===== src/rtl/gpio_bus_arbiter_if.sv =====
// Two-core request ports plus GPIO register bus for gpio_bus_arbiter.
// slave: arbiter side; master: cores and GPIO controller side.
interface gpio_bus_arbiter_if #(
  parameter int DATA_W = 32,
  parameter int ADDR_W = 4
);
  logic              c0_req;
  logic              c1_req;
  logic [1:0]        c0_op;
  logic [1:0]        c1_op;
  logic [ADDR_W-1:0] c0_addr;
  logic [ADDR_W-1:0] c1_addr;
  logic [DATA_W-1:0] c0_wdata;
  logic [DATA_W-1:0] c1_wdata;
  logic              c0_ack;
  logic              c1_ack;
  logic [DATA_W-1:0] c0_rdata;
  logic [DATA_W-1:0] c1_rdata;
  logic              c0_err;
  logic              c1_err;
  logic              reg_en;
  logic              reg_we;
  logic [ADDR_W-1:0] reg_addr;
  logic [DATA_W-1:0] reg_wdata;
  logic [DATA_W-1:0] reg_rdata;
  logic              busy;

  modport slave (
    input  c0_req, c1_req, c0_op, c1_op,
    input  c0_addr, c1_addr, c0_wdata, c1_wdata,
    input  reg_rdata,
    output c0_ack, c1_ack, c0_rdata, c1_rdata,
    output c0_err, c1_err,
    output reg_en, reg_we, reg_addr, reg_wdata,
    output busy
  );

  modport master (
    output c0_req, c1_req, c0_op, c1_op,
    output c0_addr, c1_addr, c0_wdata, c1_wdata,
    output reg_rdata,
    input  c0_ack, c1_ack, c0_rdata, c1_rdata,
    input  c0_err, c1_err,
    input  reg_en, reg_we, reg_addr, reg_wdata,
    input  busy
  );
endinterface


===== src/rtl/gpio_bus_arbiter.sv =====
// Round-robin sharing of the GPIO register port between two cores,
// with atomic set/clear. Ports: clk, rst_n, bus (slave modport).
module gpio_bus_arbiter #(
  parameter int DATA_W = 32,
  parameter int ADDR_W = 4
) (
  input  logic clk,
  input  logic rst_n,
  gpio_bus_arbiter_if.slave bus
);

  localparam logic [1:0] OP_RD  = 2'b00;
  localparam logic [1:0] OP_SET = 2'b10;

  typedef enum logic [2:0] {
    IDLE, RD, RCAP, WR, ACK
  } state_e;

  state_e            state_q;
  logic              gnt_q;
  logic              last_q;
  logic [1:0]        op_q;
  logic [ADDR_W-1:0] addr_q;
  logic [DATA_W-1:0] wdata_q;
  logic [DATA_W-1:0] rdata_q;
  logic [DATA_W-1:0] sh_a_q;
  logic [DATA_W-1:0] sh_b_q;
  logic              en_q;
  logic              we_q;
  logic [ADDR_W-1:0] raddr_q;
  logic [DATA_W-1:0] rwd_q;
  logic              ack_q;
  logic              err_q;
  logic [DATA_W-1:0] rdo_q;
  logic              busy_q;

  logic              gnt_c;
  logic [1:0]        op_c;
  logic [ADDR_W-1:0] addr_c;
  logic [DATA_W-1:0] wd_c;
  logic [1:0]        lo_c;
  logic              bad_c;
  logic              shd_c;
  logic [DATA_W-1:0] sh_c;
  logic [DATA_W-1:0] wv_c;
  logic [DATA_W-1:0] rmw_c;

  always_comb begin
    gnt_c = (bus.c0_req && bus.c1_req) ? ~last_q
                                       : bus.c1_req;
    op_c   = gnt_c ? bus.c1_op    : bus.c0_op;
    addr_c = gnt_c ? bus.c1_addr  : bus.c0_addr;
    wd_c   = gnt_c ? bus.c1_wdata : bus.c0_wdata;
    lo_c   = addr_c[1:0];
    bad_c  = (addr_c > ADDR_W'(7)) ||
             (op_c == OP_SET && lo_c == 2'b11);
    // set/clear on data-out regs works from the shadow
    shd_c  = op_c[1] && lo_c == 2'b00;
    sh_c   = addr_c[2] ? sh_b_q : sh_a_q;
    wv_c   = wd_c;
    if (shd_c)
      wv_c = (op_c == OP_SET) ? (sh_c | wd_c)
                              : (sh_c & ~wd_c);
    rmw_c  = (op_q == OP_SET) ? (bus.reg_rdata | wdata_q)
                              : (bus.reg_rdata & ~wdata_q);
  end

  always_ff @(posedge clk or negedge rst_n) begin
    if (!rst_n) begin
      state_q <= IDLE;
      gnt_q   <= 1'b0;
      last_q  <= 1'b1;
      op_q    <= '0;
      addr_q  <= '0;
      wdata_q <= '0;
      rdata_q <= '0;
      sh_a_q  <= '0;
      sh_b_q  <= '0;
      en_q    <= 1'b0;
      we_q    <= 1'b0;
      raddr_q <= '0;
      rwd_q   <= '0;
      ack_q   <= 1'b0;
      err_q   <= 1'b0;
      rdo_q   <= '0;
      busy_q  <= 1'b0;
    end else begin
      en_q    <= 1'b0;
      we_q    <= 1'b0;
      raddr_q <= '0;
      rwd_q   <= '0;
      ack_q   <= 1'b0;
      err_q   <= 1'b0;
      rdo_q   <= '0;
      busy_q  <= 1'b1;
      unique case (state_q)
        IDLE: begin
          if (bus.c0_req || bus.c1_req) begin
            gnt_q   <= gnt_c;
            last_q  <= gnt_c;
            op_q    <= op_c;
            addr_q  <= addr_c;
            wdata_q <= wd_c;
            rdata_q <= shd_c ? sh_c : '0;
            if (bad_c) begin
              state_q <= ACK;
              ack_q   <= 1'b1;
              err_q   <= 1'b1;
            end else if (op_c == OP_RD ||
                         (op_c[1] && (lo_c[0] ^ lo_c[1]))) begin
              state_q <= RD;
              en_q    <= 1'b1;
              raddr_q <= addr_c;
            end else begin
              state_q <= WR;
              en_q    <= 1'b1;
              we_q    <= 1'b1;
              raddr_q <= addr_c;
              rwd_q   <= wv_c;
              if (addr_c == ADDR_W'(0)) sh_a_q <= wv_c;
              if (addr_c == ADDR_W'(4)) sh_b_q <= wv_c;
            end
          end else begin
            busy_q <= 1'b0;
          end
        end
        RD: state_q <= RCAP;
        RCAP: begin
          rdata_q <= bus.reg_rdata;
          if (op_q == OP_RD) begin
            state_q <= ACK;
            ack_q   <= 1'b1;
            rdo_q   <= bus.reg_rdata;
          end else begin
            state_q <= WR;
            en_q    <= 1'b1;
            we_q    <= 1'b1;
            raddr_q <= addr_q;
            rwd_q   <= rmw_c;
          end
        end
        WR: begin
          state_q <= ACK;
          ack_q   <= 1'b1;
          rdo_q   <= rdata_q;
        end
        ACK: begin
          state_q <= IDLE;
          busy_q  <= 1'b0;
        end
        default: state_q <= IDLE;
      endcase
    end
  end

  assign bus.reg_en    = en_q;
  assign bus.reg_we    = we_q;
  assign bus.reg_addr  = raddr_q;
  assign bus.reg_wdata = rwd_q;
  assign bus.busy      = busy_q;
  assign bus.c0_ack    = ack_q & ~gnt_q;
  assign bus.c1_ack    = ack_q & gnt_q;
  assign bus.c0_err    = err_q & ~gnt_q;
  assign bus.c1_err    = err_q & gnt_q;
  assign bus.c0_rdata  = gnt_q ? '0 : rdo_q;
  assign bus.c1_rdata  = gnt_q ? rdo_q : '0;

endmodule


===== src/flat_wrapper.sv =====
// flat-port wrapper written by rule: the top's interface ports become plain ports
module gpio_bus_arbiter_flat 
#(
  parameter int DATA_W = 32,
  parameter int ADDR_W = 4
)
  (clk, rst_n, bus_c0_req, bus_c1_req, bus_c0_op, bus_c1_op, bus_c0_addr, bus_c1_addr, bus_c0_wdata, bus_c1_wdata, bus_reg_rdata, bus_c0_ack, bus_c1_ack, bus_c0_rdata, bus_c1_rdata, bus_c0_err, bus_c1_err, bus_reg_en, bus_reg_we, bus_reg_addr, bus_reg_wdata, bus_busy);
  gpio_bus_arbiter_if #(.DATA_W(DATA_W), .ADDR_W(ADDR_W)) bus_i ();
  input  logic clk;
  input  logic rst_n;
  input wire logic [$bits(bus_i.c0_req)-1:0] bus_c0_req;
  input wire logic [$bits(bus_i.c1_req)-1:0] bus_c1_req;
  input wire logic [$bits(bus_i.c0_op)-1:0] bus_c0_op;
  input wire logic [$bits(bus_i.c1_op)-1:0] bus_c1_op;
  input wire logic [$bits(bus_i.c0_addr)-1:0] bus_c0_addr;
  input wire logic [$bits(bus_i.c1_addr)-1:0] bus_c1_addr;
  input wire logic [$bits(bus_i.c0_wdata)-1:0] bus_c0_wdata;
  input wire logic [$bits(bus_i.c1_wdata)-1:0] bus_c1_wdata;
  input wire logic [$bits(bus_i.reg_rdata)-1:0] bus_reg_rdata;
  output wire logic [$bits(bus_i.c0_ack)-1:0] bus_c0_ack;
  output wire logic [$bits(bus_i.c1_ack)-1:0] bus_c1_ack;
  output wire logic [$bits(bus_i.c0_rdata)-1:0] bus_c0_rdata;
  output wire logic [$bits(bus_i.c1_rdata)-1:0] bus_c1_rdata;
  output wire logic [$bits(bus_i.c0_err)-1:0] bus_c0_err;
  output wire logic [$bits(bus_i.c1_err)-1:0] bus_c1_err;
  output wire logic [$bits(bus_i.reg_en)-1:0] bus_reg_en;
  output wire logic [$bits(bus_i.reg_we)-1:0] bus_reg_we;
  output wire logic [$bits(bus_i.reg_addr)-1:0] bus_reg_addr;
  output wire logic [$bits(bus_i.reg_wdata)-1:0] bus_reg_wdata;
  output wire logic [$bits(bus_i.busy)-1:0] bus_busy;
  assign bus_i.c0_req = bus_c0_req;
  assign bus_i.c1_req = bus_c1_req;
  assign bus_i.c0_op = bus_c0_op;
  assign bus_i.c1_op = bus_c1_op;
  assign bus_i.c0_addr = bus_c0_addr;
  assign bus_i.c1_addr = bus_c1_addr;
  assign bus_i.c0_wdata = bus_c0_wdata;
  assign bus_i.c1_wdata = bus_c1_wdata;
  assign bus_i.reg_rdata = bus_reg_rdata;
  assign bus_c0_ack = bus_i.c0_ack;
  assign bus_c1_ack = bus_i.c1_ack;
  assign bus_c0_rdata = bus_i.c0_rdata;
  assign bus_c1_rdata = bus_i.c1_rdata;
  assign bus_c0_err = bus_i.c0_err;
  assign bus_c1_err = bus_i.c1_err;
  assign bus_reg_en = bus_i.reg_en;
  assign bus_reg_we = bus_i.reg_we;
  assign bus_reg_addr = bus_i.reg_addr;
  assign bus_reg_wdata = bus_i.reg_wdata;
  assign bus_busy = bus_i.busy;
  gpio_bus_arbiter #(.DATA_W(DATA_W), .ADDR_W(ADDR_W)) u_core (.clk(clk), .rst_n(rst_n), .bus(bus_i));
endmodule

===== config.mk =====
export PLATFORM = sky130hd
export DESIGN_NAME = gpio_bus_arbiter_flat
export DESIGN_NICKNAME = d
export VERILOG_FILES = /design/src/rtl/gpio_bus_arbiter_if.sv /design/src/rtl/gpio_bus_arbiter.sv /design/src/flat_wrapper.sv
export SDC_FILE = /design/constraint.sdc
export NUM_CORES = 1
export LEC_CHECK = 0
export BUFFER_PORTS_ARGS = -buffer_cell sky130_fd_sc_hd__buf_2
export CAP_MARGIN = 20
export CORE_MARGIN = 8
export CORE_UTILIZATION = 45
export DETAILED_ROUTE_END_ITERATION = 10
export GPL_TIMING_DRIVEN = 0
export PLACE_DENSITY = 0.73
export SYNTH_ARGS = -nofsm -noshare
export SYNTH_HDL_FRONTEND = slang
export SYNTH_SLANG_ARGS = --single-unit

===== constraint.sdc =====
create_clock -name clk -period 3.9 [get_ports clk]
set_clock_uncertainty 0.1 [all_clocks]
set_input_delay 0.78 -clock clk [delete_from_list [all_inputs] [get_ports clk]]
set_output_delay 0.78 -clock clk [all_outputs]
set_load 0.02 [all_outputs]

# Word-level counts from Yosys, hierarchy flattened
# Index checks and enable logic that the tools add are counted.
[word_totals]
elab_cells = 103
ff_bits = 212
[classes]
reduce_logical = 17
mux = 44
magnitude_cmp = 1
eq_ne = 9
bitwise = 15
[ops]
columns = ["operator", "n"]
rows = [
  ["$mux W32", 14],
  ["$pmux W32 S2", 3],
  ["$and A32 B32 Y32", 2],
  ["$not A32 Y32", 2],
  ["$or A32 B32 Y32", 2],
  ["$mux W4", 4],
  ["$mux W1", 12],
  ["$pmux W3 S4", 1],
  ["$reduce_and A5 Y1", 2],
  ["$mux W3", 3],
  ["$pmux W4 S2", 1],
  ["$eq A2 B2 Y1 const B", 3],
  ["$eq A3 B2 Y1 const B", 2],
  ["$logic_not A2 Y1", 3],
  ["$pmux W1 S2", 3],
  ["$and A1 B1 Y1", 4],
  ["$eq A4 B3 Y1 const B", 1],
  ["$gt A4 B3 Y1 const B", 1],
  ["$logic_and A1 B1 Y1", 4],
  ["$logic_not A4 Y1", 1],
  ["$mux W2", 2],
  ["$not A1 Y1", 4],
  ["$reduce_and A2 Y1", 2],
  ["$eq A3 B1 Y1 const B", 1],
  ["7 further kinds", 9],
]

# Longest topological paths before layout
# Gate-level depths: netlist (run 1).
[logic_depth]
depth_word = 11
ltp_mapped = 13

# Worst setup path after synthesis (run 1)
# No wires, ideal clock.
[synth_timing]
path_kind = "in2reg"
start = "input port bus_c1_req"
end = "register u_core.sh_a_q[10]"
slack_ps = 459
path_stages = 12
t_required_ps = 3673
t_arrival_ps = 3213
path_cell_list = "a21boi_4 -> buf_4 -> buf_2 -> mux2i_1 -> inv_1 -> ha_1 -> nor2b_1 -> mux2i_1 -> a221oi_4 -> nand3_4 -> buf_6 -> mux2_1"
[synth_via]
elab_chain_cells = 8
word_cells_on_any_way = 27
[synth_lines]
columns = ["item", "line_no", "source"]
rows = [
  ["from (decl)", "flat_wrapper.sv:12", "input wire logic [$bits(bus_i.c1_req)-1:0] bus_c1_req;"],
  ["parallel branches: the longest is 8 deep, another holds $gt A4 B3 Y1", "-", ""],
  ["to (signal assigned)", "gpio_bus_arbiter.sv:120", "if (addr_c == ADDR_W'(0)) sh_a_q <= wv_c;"],
  ["to (decl)", "gpio_bus_arbiter.sv:26", "logic [DATA_W-1:0] sh_a_q;"],
]
# Several ways; the timed one is not identified.
# A chain may end at the register's enable or synchronous reset.

# Worst setup path in the final report (run 1)
[layout_timing]
start = "input port bus_c1_req"
end = "register u_core.sh_a_q[27]"
# The elaborated chain is that of the path after synthesis.

==> flow_summary.ini, run 1 <==
[clocking]
tritoncts = yes
clockRootBuffer = clkbuf_16
htreeDepth = 1
clk_latency_ns = 0.52
numCtsBuffers = 23
cts_setup_buffers = 0
holdBufCountCts = 0
cts.reportedPaths.clkPinSlew_ns = 0.06
clockBufferDepth = 3
cts_sinks = 212
cts-resized-gates = 0

[setup_path]
r2r_cells = 11
cp.arrival_ns = 3.76
required_ns = 4.18
r2r_slack_ns = 0.44
worstReg2RegEnd = u_core.sh_a_q[27]$_DFFE_PN0P_
crit_fanout = 19
end_kind = flip-flop
critical_path_class = in -> reg
crit-reg2reg-launch = u_core.last_q$_DFFE_PN1P_
critPathLaunchType = primary input

[run_status]
status = finished, final reports clean

[synth]
yosys.area_share.xor_xnor_pct = 0
synthTopCellsByArea = dfrtp_1, mux2i_1, mux2_2, mux2_1, nand2_1
synth.mux.area_fraction_pct = 23.3
yosysTopAreaCell = dfrtp_1
synth_ff_type = dfrtp_1
synthSimpleGateAreaFrac_pct = 9.65
synth_area_mm2 = 0.0105
yosysSeqAreaShare_pct = 50.7
synth_fa_ha_area_share_pct = 0.120
syn_area_per_cell_um2 = 11.5
async_reset_ff_share_pct = 100
syn_nets = 1021
ys_ff_latch = 212
yosys.area.top_type_share_pct = 50.4
yosysUniqueCellTypes = 40
synth_edf_count = 0
synth_top_family_by_area = multiplexers
synth_compound_area_share_pct = 12.9
synthCells = 908
yosys_warnings = 0

[cells_and_area]
final_cell_mix = buf_2, dfrtp_1, mux2i_1
syn_to_final_growth_pct = 21.8
num-fill-cells = 2042
drive_gt1_share_pct = 28.6
multi_input_area_mm2 = 0.00481
layout_commonest_cell = buf_2
ff_latch_area_mm2 = 0.00531
nNetsFinal = 1262
final_util_pct = 55.1

[timing]
setup_tns_ns = 0
fmax_ghz = 0.288
setup_violations = 0
worstMarginPinSlew_ns = 0.948
hold_viol_final = 0
slew-limit-headroom_pct = 36.4
finalCritPeriodShare_pct = 89.2
period_needed_ns = 3.48
rsz0062_at_grt = false
finalMaxSlewViolations = 0

[global_route]
grt_overflow = 0
antenna_found_initial = 3
grt_max_degree = 127
track_usage_pct = 21.5
grt_pass1_wl_um = 48000
grt_pass1_vias = 8654

[route]
drt_wl_total_um = 31000
drc = 0
ant_nets = 0
drt_iter0_drc = 475
viasPerCell = 5.58
dr.pass1.iters = 5
via_count = 8140
wl_per_cell_um = 21.2

[power_and_ir_drop]
p_leak_nw = 6.49
powerDensity_mw_per_mm2 = 690
fin_total_pwr_mw = 8.80
peakVddDrop_uv = 448

[floorplan]
die_h_um = 169
die_w_um = 169
fp-row-count = 56
initial_core_util_pct = 45.3
core-area_mm2 = 0.0231
die_area_mm2 = 0.0284
ioPinCount = 219

[placement]
port_buffers = 216
gp_congestion = 0.784
dp_hpwl_um = 21700

[worst_hold_path]
hp-class = in -> async

[flow_run]
max_cap_violations = 0
## worst max-delay path: stages
cell      delay [ns]
buf_2           0.12
a21boi_4        0.35
buf_4           0.43
mux2i_1         0.37
inv_1           0.08
ha_1            0.22
nor2b_1         0.12
mux2i_1         0.13
a221oi_4        0.39
nand3_4         0.20
buf_6           0.23
mux2_1          0.33
## synthesized netlist by cell type, types with 4 or more instances
master,n
dfrtp_1,211
mux2i_1,137
nand2_1,105
mux2_2,56
clkbuf_1,53
nor2b_1,40
o21ai_0,40
mux2_1,39
and2_1,36
a22o_1,33
o2bb2ai_1,32
a22oi_1,29
o22ai_1,29
nor2_1,10
buf_6,7
buf_2,5
a21o_1,4
a21oi_1,4
inv_1,4
## per-layer routing
layer / track usage [%] / share of wire (%) / vias to the layer above
li1: - / - / 3753
met4: 7.22 / 2.3 / 0
met2: 37.7 / 50 / 262
met5: 0 / 0 / -
met3: 3.89 / 6.0 / 51
met1: 26.4 / 42 / 4074
## per-stage QoR
step / cells / hold slack, ns / setup slack [ns] / instance area [um2]
6_report: 1459 / 0.159 / 0.422 / 12700
5_1_grt: 1459 / 0.201 / 0.197 / 12700
4_1_cts: 1457 / 0.185 / 0.181 / 12700
3_5_place_dp: 1415 / 0.370 / -0.355 / 11900
3_3_place_gp: 1414 / 0.346 / -1.61 / 11900
2_1_floorplan: 908 / 0.336 / 0.459 / 10500
## sequential cells by signal, indices dropped and copies added, names as in the netlist
| register | cells |
|---|---|
| u_core.bus.reg_wdata | 32 |
| u_core.rdata_q | 32 |
| u_core.rdo_q | 32 |
| u_core.sh_a_q | 32 |
| u_core.sh_b_q | 32 |
| u_core.wdata_q | 32 |
| u_core.addr_q | 4 |
| u_core.bus.reg_addr | 4 |
| u_core.state_q | 3 |
| u_core.op_q | 2 |
| u_core.ack_q | 1 |
| u_core.bus.busy | 1 |
| u_core.bus.reg_en | 1 |
| u_core.bus.reg_we | 1 |
| u_core.err_q | 1 |
| u_core.gnt_q | 1 |
| u_core.last_q | 1 |
## how the worst max path moves through the flow
stage | endpoint | depth (start not counted) | slack, ns | startpoint
3_5_place_dp | u_core.sh_a_q[27]$_DFFE_PN0P_ | 13 | -0.36 | bus_c1_req
5_1_grt | u_core.sh_a_q[27]$_DFFE_PN0P_ | 12 | 0.20 | bus_c1_req
4_1_cts | u_core.sh_a_q[27]$_DFFE_PN0P_ | 13 | 0.18 | bus_c1_req
6_report | u_core.sh_a_q[27]$_DFFE_PN0P_ | 12 | 0.42 | bus_c1_req
3_3_place_gp | u_core.bus.reg_wdata[26]$_DFF_PN0_ | 1 | -1.61 | rst_n
2_1_floorplan | u_core.sh_a_q[10]$_DFFE_PN0P_ | 12 | 0.46 | bus_c1_req
## cell type report
type / count / area share (%)
antenna: 3 / 0.0589
buffer: 70 / 2.60
clock buffer: 31 / 5.30
clock inverter: 11 / 0.933
inverter: 4 / 0.118
multi-input combinational: 621 / 37.7
sequential: 212 / 41.6
tap: 290 / 2.85
timing repair buffer: 217 / 8.78
## where the power goes
part / leakage [nW] / internal (mW) / switching [mW]
combinational: 3.30 / 1.18 / 1.88
sequential: 2.79 / 2.99 / 0.497
clock: 0.396 / 1.35 / 0.905
## kinds of logic after synthesis
kind of cell	Yosys count
buffers and inverters	75
adders and majority gates	1
AOI/OAI and AO/OA	184
muxes	232
and+or+nand+nor	204
DFF	212
(Power assumes the default switching activity.)
==> run 2: changes to the inputs <==
Settings changed: CTS_BUF_LIST set to sky130_fd_sc_hd__clkbuf_4 sky130_fd_sc_hd__clkbuf_8 sky130_fd_sc_hd__clkbuf_16.
==> run 2 against run 1 <==
  * Via count is essentially flat
  * Core utilization barely moved
  * Global-route usage is the same
  * Sequential cell count unchanged
  * Hold slack barely moved
==> flow_summary.ini, run 2 (synthesis results as in run 1) <==
[clocking]
cts-resized-gates = 0
clockRootBuffer = clkbuf_16
cts.reportedPaths.clkPinSlew_ns = 0.06
tritoncts = yes
clk_latency_ns = 0.52
clockBufferDepth = 3
cts_sinks = 212
holdBufCountCts = 0
cts_setup_buffers = 0
numCtsBuffers = 23
htreeDepth = 1

[power_and_ir_drop]
pwr-share-clk_pct = 25.7
fin_total_pwr_mw = 8.81
seqPwrFrac_pct = 39.6
powerDensity_mw_per_mm2 = 691
p_leak_nw = 6.49
peakVddDrop_uv = 448
comb_power_share_pct = 34.7
net-switching-power_mw = 3.28
internal_power_mw = 5.52
switching_share_pct = 37.3

[route]
viasPerCell = 5.57
via_count = 8132
ant_nets = 0
drt_wl_total_um = 31000
dr.pass1.iters = 5
drt_iter0_drc = 470
wl_per_cell_um = 21.2
drc = 0

[setup_path]
cp.arrival_ns = 3.76
path_common_cell = mux2i_1
worstReg2RegEnd = u_core.sh_a_q[27]$_DFFE_PN0P_
r2r_cells = 11
max_stage_delay_ns = 0.43
crit-reg2reg-launch = u_core.last_q$_DFFE_PN1P_
end_kind = flip-flop
crit_chain = buf_2 > a21boi_4 > buf_4 > mux2i_1 > inv_1 > ha_1 > nor2b_1 > mux2i_1 > a221oi_4 > nand3_4 > buf_6 > mux2_1
critPathLaunchType = primary input
crit_fanout = 19
critical_path_class = in -> reg
worst-path-buf-inv = 4
r2r_slack_ns = 0.44
required_ns = 4.18
critPathTopFamily = buffers and inverters
cpMaxStageDelayCell = buf_4

[timing]
rsz0062_at_grt = false
setup_violations = 0
slew-limit-headroom_pct = 36.3
finalCritPeriodShare_pct = 89.2
worstMarginPinSlew_ns = 0.949
finalMaxSlewViolations = 0
fmax_ghz = 0.287
whs_ns = 0.160
hold_viol_final = 0
period_needed_ns = 3.48

[placement]
place_area_mm2 = 0.0119
gp_congestion = 0.784
port_buffers = 216
dp.cells = 1415
dp_hpwl_um = 21700

[global_route]
grt_pass1_wl_um = 48000
grt_pass1_vias = 8654
grt_overflow = 0
antenna_found_initial = 3
grt_max_degree = 127
track_usage_pct = 21.5

[cells_and_area]
final_area_mm2 = 0.0127
fin_cells = 1459
final_cell_mix = buf_2, dfrtp_1, mux2i_1
ff_latch_area_mm2 = 0.00531
multi_input_area_mm2 = 0.00481
layout_commonest_cell = buf_2
nNetsFinal = 1262
drive_gt1_share_pct = 28.6
syn_to_final_growth_pct = 21.8
num-fill-cells = 2040

[floorplan]
fp-row-count = 56
ioPinCount = 219
die_w_um = 169
core-area_mm2 = 0.0231
die_h_um = 169
die_area_mm2 = 0.0284
initial_core_util_pct = 45.3

[worst_hold_path]
hp-class = in -> async

[flow_run]
max_cap_violations = 0

[run_status]
status = finished, final reports clean
==> run 2: cell types whose count changed in the layout (fill, tap and decap cells not counted) <==
cell      before  now
clkbuf_4       0    1
clkbuf_1      54   53
==> run 2: worst max-delay path by stage <==
stage | start | end | depth (start not counted)
after floorplan | bus_c1_req | u_core.sh_a_q[10]$_DFFE_PN0P_ | 12
after global placement | rst_n | u_core.bus.reg_wdata[26]$_DFF_PN0_ | 1
after detailed placement | bus_c1_req | u_core.sh_a_q[27]$_DFFE_PN0P_ | 13
after CTS | bus_c1_req | u_core.sh_a_q[27]$_DFFE_PN0P_ | 13
after global routing | bus_c1_req | u_core.sh_a_q[27]$_DFFE_PN0P_ | 12
final | bus_c1_req | u_core.sh_a_q[27]$_DFFE_PN0P_ | 12
==> run 2: metal layers <==
| metal | share of wire [%] | track usage (%) | wire (um) |
|---|---|---|---|
| met5 | 0 | 0 | 0 |
| met4 | 2.2 | 7.22 | 690 |
| met3 | 6.0 | 3.89 | 1860 |
| met2 | 50 | 37.7 | 15500 |
| met1 | 42 | 26.4 | 12900 |
==> run 2: area by class of cell <==
| class | instances | share of cell area (%) |
|---|---|---|
| sequential | 212 | 41.6 |
| antenna | 3 | 0.0589 |
| multi-input combinational | 621 | 37.7 |
| clock inverter | 11 | 0.932 |
| timing repair buffer | 217 | 8.77 |
| tap | 290 | 2.85 |
| inverter | 4 | 0.118 |
| buffer | 70 | 2.60 |
| clock buffer | 31 | 5.33 |
==> run 2: through the flow <==
stage / setup slack (ns) / util [%] / setup TNS, ns
floorplan: 0.459 / - / 0
global placement: -1.61 / 51.5 / -354.00
CTS: 0.181 / 55.1 / 0
finish: 0.422 / 55.1 / 0
global route: 0.197 / 55.1 / 0
detailed placement: -0.355 / 51.7 / -24.08
==> run 2: power groups by stage <==
stage                     Combinational, mW  Clock [mW]  Sequential, mW
after floorplan                        1.91           0            3.53
after global placement                 2.99           0            3.45
after detailed placement               3.07           0            3.50
after CTS                              3.08        2.30            3.47
after global routing                   3.34        2.40            3.57
final                                  3.06        2.26            3.49
==> run 3: changes to the inputs <==
Settings changed: CAP_MARGIN 20 to unset, PLACE_DENSITY 0.73 to 0.68.
==> run 3 against run 2 <==
  * Die area unchanged
  * First-iteration DRC count down 10%
  * Setup slack worse by 0.11 ns
  * Critical endpoint is now u_core.sh_a_q[16]$_DFFE_PN0P_
  * Combinational power about the same
  * Via count down 0.20%
  * Clock-buffer cell count up 2
  * Sequential power about the same
  * Hold slack better by 0.015 ns
  * Design area down 0.28%
  * Largest cell class unchanged
  * Clock power down 3%
  * Non-clock buffer count up 1
  * Sequential share of layout area up 0.11 points
==> flow_summary.ini, run 3 (synthesis results as in run 1) <==
[setup_path]
r2r_cells = 12
cp.arrival_ns = 3.88
crit_fanout = 10
r2r_slack_ns = 0.35
crit_start = bus_c1_req
worstReg2RegEnd = u_core.sh_a_q[16]$_DFFE_PN0P_
crit-reg2reg-launch = u_core.last_q$_DFFE_PN1P_
end_kind = flip-flop
critPathLaunchType = primary input
required_ns = 4.19
endpoint = u_core.sh_a_q[16]$_DFFE_PN0P_
critical_path_class = in -> reg

[clocking]
clk_latency_ns = 0.51
cts_setup_buffers = 0
clockBufferDepth = 3
htreeDepth = 1
cts-resized-gates = 0
tritoncts = yes
cts_sinks = 212
holdBufCountCts = 0
numCtsBuffers = 23
cts.reportedPaths.clkPinSlew_ns = 0.06
clockRootBuffer = clkbuf_16

[global_route]
track_usage_pct = 21.5
grt_pass1_vias = 8529
antenna_found_initial = 0
grt_max_degree = 113
grt_overflow = 0
grt_pass1_wl_um = 48200

[placement]
gp_congestion = 0.804
dp.cells = 1415
pre_cts_ws_ns = -0.274
port_buffers = 216
dp_hpwl_um = 21600

[run_status]
status = finished, final reports clean

[floorplan]
die_w_um = 169
core-area_mm2 = 0.0231
initial_core_util_pct = 45.3
fp-row-count = 56
die_area_mm2 = 0.0284
die_h_um = 169
ioPinCount = 219

[route]
via_count = 8116
ant_nets = 0
drt_wl_total_um = 31100
drc = 0
dr.pass1.iters = 5
wl_per_cell_um = 21.3
drt_iter0_drc = 421
viasPerCell = 5.57

[cells_and_area]
layout_commonest_cell = buf_2
final_util_pct = 55.0
multi_input_area_mm2 = 0.00481
syn_to_final_growth_pct = 21.5
drive_gt1_share_pct = 28.6
fin_cells = 1456
nNetsFinal = 1263
num-fill-cells = 2069
ff_latch_area_mm2 = 0.00531
final_cell_mix = buf_2, dfrtp_1, mux2i_1
diodes = 0

[timing]
whs_ns = 0.175
finalMaxSlewViolations = 0
fmax_ghz = 0.278
period_needed_ns = 3.59
setup_tns_ns = 0
setup_violations = 0
hold_viol_final = 0
finalCritPeriodShare_pct = 92.1
rsz0062_at_grt = false
worstMarginPinSlew_ns = 1.03
worst_slack_ns = 0.307
slew-limit-headroom_pct = 30.8

[power_and_ir_drop]
p_leak_nw = 6.48
powerDensity_mw_per_mm2 = 687
peakVddDrop_uv = 376

[worst_hold_path]
hp-class = in -> async

[flow_run]
max_cap_violations = 0
-- run 3: power by group --
part           switching [mW]  internal [mW]
registers               0.489           2.99
logic                    1.87           1.18
clock network           0.910           1.29
total                    3.27           5.46
-- run 3: how the worst min path moves through the flow --
stage | slack [ns] | endpoint | startpoint
after floorplan | 0.34 | u_core.state_q[1]$_DFFE_PN0P_ | u_core.state_q[2]$_DFFE_PN0P_
after global placement | 0.35 | u_core.state_q[1]$_DFFE_PN0P_ | u_core.state_q[2]$_DFFE_PN0P_
after detailed placement | 0.37 | u_core.addr_q[2]$_DFFE_PN0P_ | u_core.addr_q[2]$_DFFE_PN0P_
after CTS | 0.23 | u_core.bus.reg_wdata[7]$_DFF_PN0_ | rst_n
after global routing | 0.23 | u_core.bus.reg_wdata[7]$_DFF_PN0_ | rst_n
final | 0.17 | u_core.bus.reg_wdata[7]$_DFF_PN0_ | rst_n
-- run 3: layer usage --
metal	up-vias	track usage [%]	part of all wire, %
met5	-	0	0
met4	0	5.05	1.7
met3	38	3.38	5.4
met2	240	36.8	49
met1	4084	28.2	44
li1	3754	-	-
-- run 3: worst max-delay path, cell delays in order --
cell and delay [ns]:
buf_2 0.13, a21boi_4 0.32, buf_4 0.30, buf_2 0.37, mux2i_1 0.33, inv_1 0.07
ha_1 0.21, nor2b_1 0.11, mux2i_1 0.13, a221oi_4 0.39, nand3_4 0.19, buf_6 0.22
mux2_1 0.32
-- run 3: cell type report --
class	instances	share of cell area, %
flip-flops and latches	212	41.7
multi-input cells	621	37.8
repair buffers	217	8.80
clock buffers	33	5.36
well taps	290	2.85
plain buffers	71	2.65
clock inverters	8	0.659
inverters	4	0.118
-- run 3: stage by stage --
stage	power, mW	instance area, um2
after floorplan	5.44	10500
after global placement	6.46	11900
after detailed placement	6.57	11900
after CTS	8.78	12700
after global routing	9.24	12700
final	8.73	12700
